==> config.mk <==
export PLATFORM = sky130hd
export DESIGN_NAME = toggle_pulse_gen
export DESIGN_NICKNAME = d
export VERILOG_FILES = /design/src/rtl/tff_pkg.sv /design/src/rtl/bit_synchronizer.sv /design/src/rtl/toggle_pulse_gen.sv
export SDC_FILE = /design/constraint.sdc
export NUM_CORES = 1
export LEC_CHECK = 0
export CAP_MARGIN = 20
export CORE_UTILIZATION = 50
export CTS_CLUSTER_DIAMETER = 40
export DETAILED_ROUTE_END_ITERATION = 8
export PLACE_DENSITY_LB_ADDON = 0.08
export SLEW_MARGIN = 20
export SYNTH_ARGS = -nofsm -noshare
export SYNTH_HDL_FRONTEND = slang
export SYNTH_HIERARCHICAL = 1
export SYNTH_SLANG_ARGS = --single-unit
==> constraint.sdc <==
create_clock -name clk -period 2.1 [get_ports clk]
set_input_delay 0.42 -clock clk [delete_from_list [all_inputs] [get_ports clk]]
set_output_delay 0.42 -clock clk [all_outputs]
set_load 0.1 [all_outputs]
==> src/rtl/tff_pkg.sv <==
// Shared types and default constants for the toggle pulse path.
package tff_pkg;

  typedef enum logic [1:0] {
    LOW       = 2'd0,
    WAIT_HIGH = 2'd1,
    HIGH      = 2'd2,
    WAIT_LOW  = 2'd3
  } state_t;

  localparam int DEF_SYNC_STAGES     = 2;
  localparam int DEF_DEBOUNCE_CYCLES = 16;

endpackage

==> src/rtl/bit_synchronizer.sv <==
// Multi-flop synchroniser for a single asynchronous level; flops clear to 0 on reset.
module bit_synchronizer #(
  parameter int STAGES = 2
) (
  input  logic clk,
  input  logic reset,
  input  logic d_i,
  output logic q_o
);

  logic [STAGES-1:0] sync_q;

  always_ff @(posedge clk or posedge reset) begin
    if (reset) sync_q <= '0;
    else       sync_q <= {sync_q[STAGES-2:0], d_i};
  end

  assign q_o = sync_q[STAGES-1];

endmodule

==> src/rtl/toggle_pulse_gen.sv <==
// Synchronises and debounces a raw button, emitting one t_pulse per accepted press.
// Optional TOGGLE_REPEAT_EN adds auto-repeat pulses every REPEAT_CYCLES while held.
//
// state     | meaning
// LOW       | debounced level 0, idle
// WAIT_HIGH | candidate press, counting consecutive synced highs
// HIGH      | debounced level 1
// WAIT_LOW  | candidate release, counting consecutive synced lows
module toggle_pulse_gen
  import tff_pkg::*;
#(
  parameter int SYNC_STAGES     = DEF_SYNC_STAGES,
  parameter int DEBOUNCE_CYCLES = DEF_DEBOUNCE_CYCLES,
  parameter int CNT_W           = 8,
  parameter int REPEAT_CYCLES   = 1000
) (
  input  logic             clk,
  input  logic             reset,
  input  logic             btn_raw,
  input  logic             en,
  output logic             t_pulse,
  output logic             btn_level,
  output logic [CNT_W-1:0] pulse_count
);

  localparam int DW = $clog2(DEBOUNCE_CYCLES);
  localparam logic [DW-1:0] CNT_LAST = DW'(DEBOUNCE_CYCLES - 1);

  logic s;
  state_t state_q, state_d;
  logic [DW-1:0] cnt_q, cnt_d;
  logic pulse_q, pulse_d;
  logic level_q, level_d;
  logic [CNT_W-1:0] count_q, count_d;
  logic accept_rise;
  logic rep_fire;

  bit_synchronizer #(.STAGES(SYNC_STAGES)) u_sync (
    .clk   (clk),
    .reset (reset),
    .d_i   (btn_raw),
    .q_o   (s)
  );

  always_ff @(posedge clk or posedge reset) begin
    if (reset) begin
      state_q <= LOW;
      cnt_q   <= '0;
      pulse_q <= 1'b0;
      level_q <= 1'b0;
      count_q <= '0;
    end else begin
      state_q <= state_d;
      cnt_q   <= cnt_d;
      pulse_q <= pulse_d;
      level_q <= level_d;
      count_q <= count_d;
    end
  end

  always_comb begin
    state_d     = state_q;
    cnt_d       = cnt_q;
    accept_rise = 1'b0;
    unique case (state_q)
      LOW: begin
        if (s) begin
          state_d = WAIT_HIGH;
          cnt_d   = DW'(1);
        end
      end
      WAIT_HIGH: begin
        if (!s) begin
          state_d = LOW;
          cnt_d   = '0;
        end else if (cnt_q == CNT_LAST) begin
          state_d     = HIGH;
          cnt_d       = '0;
          accept_rise = 1'b1;
        end else begin
          cnt_d = cnt_q + DW'(1);
        end
      end
      HIGH: begin
        if (!s) begin
          state_d = WAIT_LOW;
          cnt_d   = DW'(1);
        end
      end
      WAIT_LOW: begin
        if (s) begin
          state_d = HIGH;
          cnt_d   = '0;
        end else if (cnt_q == CNT_LAST) begin
          state_d = LOW;
          cnt_d   = '0;
        end else begin
          cnt_d = cnt_q + DW'(1);
        end
      end
      default: begin
        state_d = LOW;
        cnt_d   = '0;
      end
    endcase
  end

`ifdef TOGGLE_REPEAT_EN
  localparam int RW = $clog2(REPEAT_CYCLES);
  localparam logic [RW-1:0] REP_LAST = RW'(REPEAT_CYCLES - 1);

  logic [RW-1:0] rep_q, rep_d;

  always_ff @(posedge clk or posedge reset) begin
    if (reset) rep_q <= '0;
    else       rep_q <= rep_d;
  end

  // Counts only while HIGH persists; any exit (even a bounce into WAIT_LOW) clears it.
  always_comb begin
    rep_d    = '0;
    rep_fire = 1'b0;
    if (state_q == HIGH && s) begin
      if (rep_q == REP_LAST) rep_fire = 1'b1;
      else                   rep_d    = rep_q + RW'(1);
    end
  end
`else
  localparam int unused_repeat_cycles = REPEAT_CYCLES;
  assign rep_fire = 1'b0;
`endif

  always_comb begin
    pulse_d = en & (accept_rise | rep_fire);
    level_d = (state_d == HIGH) || (state_d == WAIT_LOW);
    count_d = pulse_d ? count_q + CNT_W'(1) : count_q;
  end

  assign t_pulse     = pulse_q;
  assign btn_level   = level_q;
  assign pulse_count = count_q;

endmodule

==> impl_metrics.toml <==
[grt]
grt_max_degree = 17
grt_pass1_vias = 516
grt.total_usage_pct = 17.1
grt_overflow = 0
grt_pass1_wl_um = 2300
antenna_found_initial = 0

[power_and_ir_drop]
ir_drop_mv = 0.411
pwr-share-comb_pct = 6.3
power_frac_clock_pct = 28.6
switching_share_pct = 22.9
p_seq_share_pct = 65.1
p_int_uw = 438
power.switching_uw = 130
power.density_nw_per_um2 = 588
leakage_nw = 0.507

[logic_synthesis]
synth_top_area_share_pct = 54.5
yosys.area.top_type = "dfrtp_1"
yosysSeqAreaShare_pct = 54.5
ys_ff_latch = 18
synthCells = 68
synth-edff-count = 0
synth_area_um2 = 826
ys.flop_type = "dfrtp_1"
ys_warn_count = 6
yosysUniqueCellTypes = 28
synth_most_common_cell = "dfrtp_1"
ys_top_cells_by_area = "dfrtp_1 (55%), xor2_1 (6.4%), nand2_1 (3.6%)"
synth_common_cells = "dfrtp_1 (18), nand2_1 (8), xor2_1 (6)"
syn_nets = 74
avgSynthCellArea_um2 = 12.1
async_flop_share_pct = 100

[worst_setup_path]
slowest_delay_ns = 0.42
reg2reg_depth = 4
path_buf_inv = 0
worstPathCellList = "ha_1, and4_1, and2_4, mux2_2"
cpMaxStageDelayCell = "dfrtp_1"
crit_type = "reg -> reg"
arrival_ns = 1.82
startpoint_type = "flip-flop"
critPathMaxFanout = 5
worst_ep_required_time_ns = 2.27
endpoint_kind = "flip-flop"
path_depth = 4
crit_family = "simple AND/OR/NAND/NOR gates"

[route]
wire_per_inst_um = 13.8
first_pass_iters = 4
dr_total_vias = 565
routed_wl_um = 1360
routed_via_density = 5.71
initialDrtViolationCount = 5
drc = 0
ant_nets = 0

[timing]
setup_tns_ns = 0
fmax_ghz = 0.608
final.min_clock_period_ns = 1.64
skew_ns = 0.00211
rsz0062_at_grt = "false"
setup_slack_ns = 0.456
hold_violations = 0
worstMarginPinSlew_ns = 0.614
slew_viol_final = 0
finalSetupViolations = 0
slew_headroom_pct = 59.0
post-route-period-util_pct = 78.3
whs_ns = 0.303

[floorplanning]
die_h_um = 42.6
rows = 14
initial_utilization_pct = 54.2
ios = 14
die_area_um2 = 1820
core_um2 = 1520
die_w_um = 42.6

[clock_network]
insertion_delay_ns = 0.28
numCtsBuffers = 3
ctsHoldBuffers = 0
cts.sinks = 18
tritoncts = "yes"
cts_root_buf = "clkbuf_4"
clk_pin_slew_ns = 0.09
post_cts_buffers = 0
htreeDepth = 1
cts_resized = 0
cts_max_path_buffers = 2

[layout]
fin_area_um2 = 966
synthToLayoutAreaGrowth_pct = 17.0
fin_cells = 99
layout-drive-gt1-share_pct = 24.1
fin_nets = 91
antennaDiodeCount = 0

[status]
status = "finished clean"

[placement]
io_buffers = 13
place_area_um2 = 943
detailed_place_hpwl_um = 1000
gp_congestion = 0.715
dpl.cell_count = 96
pre_cts_slack_ns = 0.394

[flow_run]
maxCapViolCount = 0

[min_path]
worstHoldPathType = "in -> async"
-- cells in the final DEF, fill, tap and decap left out, types with 2 or more instances in the layout --
cell / n
buf_4: 10
clkbuf_4: 3
clkdlybuf4s50_1: 3
dfrtp_1: 18
ha_1: 2
inv_1: 5
nand2_1: 8
nand3_1: 3
nand4_1: 2
nor3_1: 3
nor4_2: 2
xor2_1: 6
-- power by group through the flow --
stage	logic, mW	clock network [mW]	registers [mW]
floorplan	0.0286	0	0.371
global placement	0.0347	0	0.376
detailed placement	0.0363	0	0.376
CTS	0.0366	0.168	0.369
global route	0.0421	0.180	0.372
finish	0.0359	0.163	0.370
-- layer usage --
layer	vias to the layer above	share of wire, %	track usage [%]	wire length, um
met3	2	2.9	3.88	40
met4	0	0.66	7.50	9
met2	10	46	24.5	624
met1	279	51	24.6	688
met5	-	0	0	0
li1	274	-	-	-
-- sequential cells by signal, indices dropped and copies added, names as in the netlist --
register	cells
t_pulse	1
btn_level	1
state_q	2
cnt_q	4
pulse_count	8
u_sync/sync_q	2
-- kinds of logic (layout without fill, tap and decap cells) --
| group | Yosys count | after routing | synth area share (%) |
|---|---|---|---|
| flops | 18 | 18 | 54.5 |
| simple gates | 27 | 27 | 22.9 |
| mux | 1 | 1 | 1.36 |
| buf+inv | 6 | 21 | 3.18 |
| fa+ha+maj | 2 | 2 | 3.03 |
| compound gates | 6 | 6 | 5.61 |
| xor+xnor | 8 | 8 | 9.39 |
-- worst register-to-register path, cell delays in order (launching register included) --
cell     delay (ns)
dfrtp_1        0.42
ha_1           0.29
and4_1         0.31
and2_4         0.19
mux2_2         0.32
-- worst paths after layout --
kind / end / startpoint / slack (ns)
max: pulse_count[1] / cnt_q[0] / 0.46
min: u_sync/sync_q[1] / reset / 0.30
max reg2reg: pulse_count[1] / cnt_q[0] / 0.46
min reg2reg: u_sync/sync_q[1] / u_sync/sync_q[0] / 0.37
max in group asynchronous: pulse_count[6] / reset / 1.17
min in group clk: u_sync/sync_q[1] / u_sync/sync_q[0] / 0.37
-- per-stage QoR --
stage	power (mW)	util [%]
final	0.568	63.4
after global routing	0.594	63.4
after CTS	0.574	63.4
after global placement	0.410	61.9
after floorplan	0.400	-
after detailed placement	0.412	61.9
-- cell type report --
| cell class | count | area, um^2 |
|---|---|---|
| tap | 16 | 20.0 |
| clock buffer | 3 | 22.5 |
| fill | 133 | 558 |
| timing repair buffer | 13 | 105 |
| multi-input combinational | 44 | 349 |
| inverter | 5 | 18.8 |
| sequential | 18 | 450 |
Power figures use the tool's default switching activity.
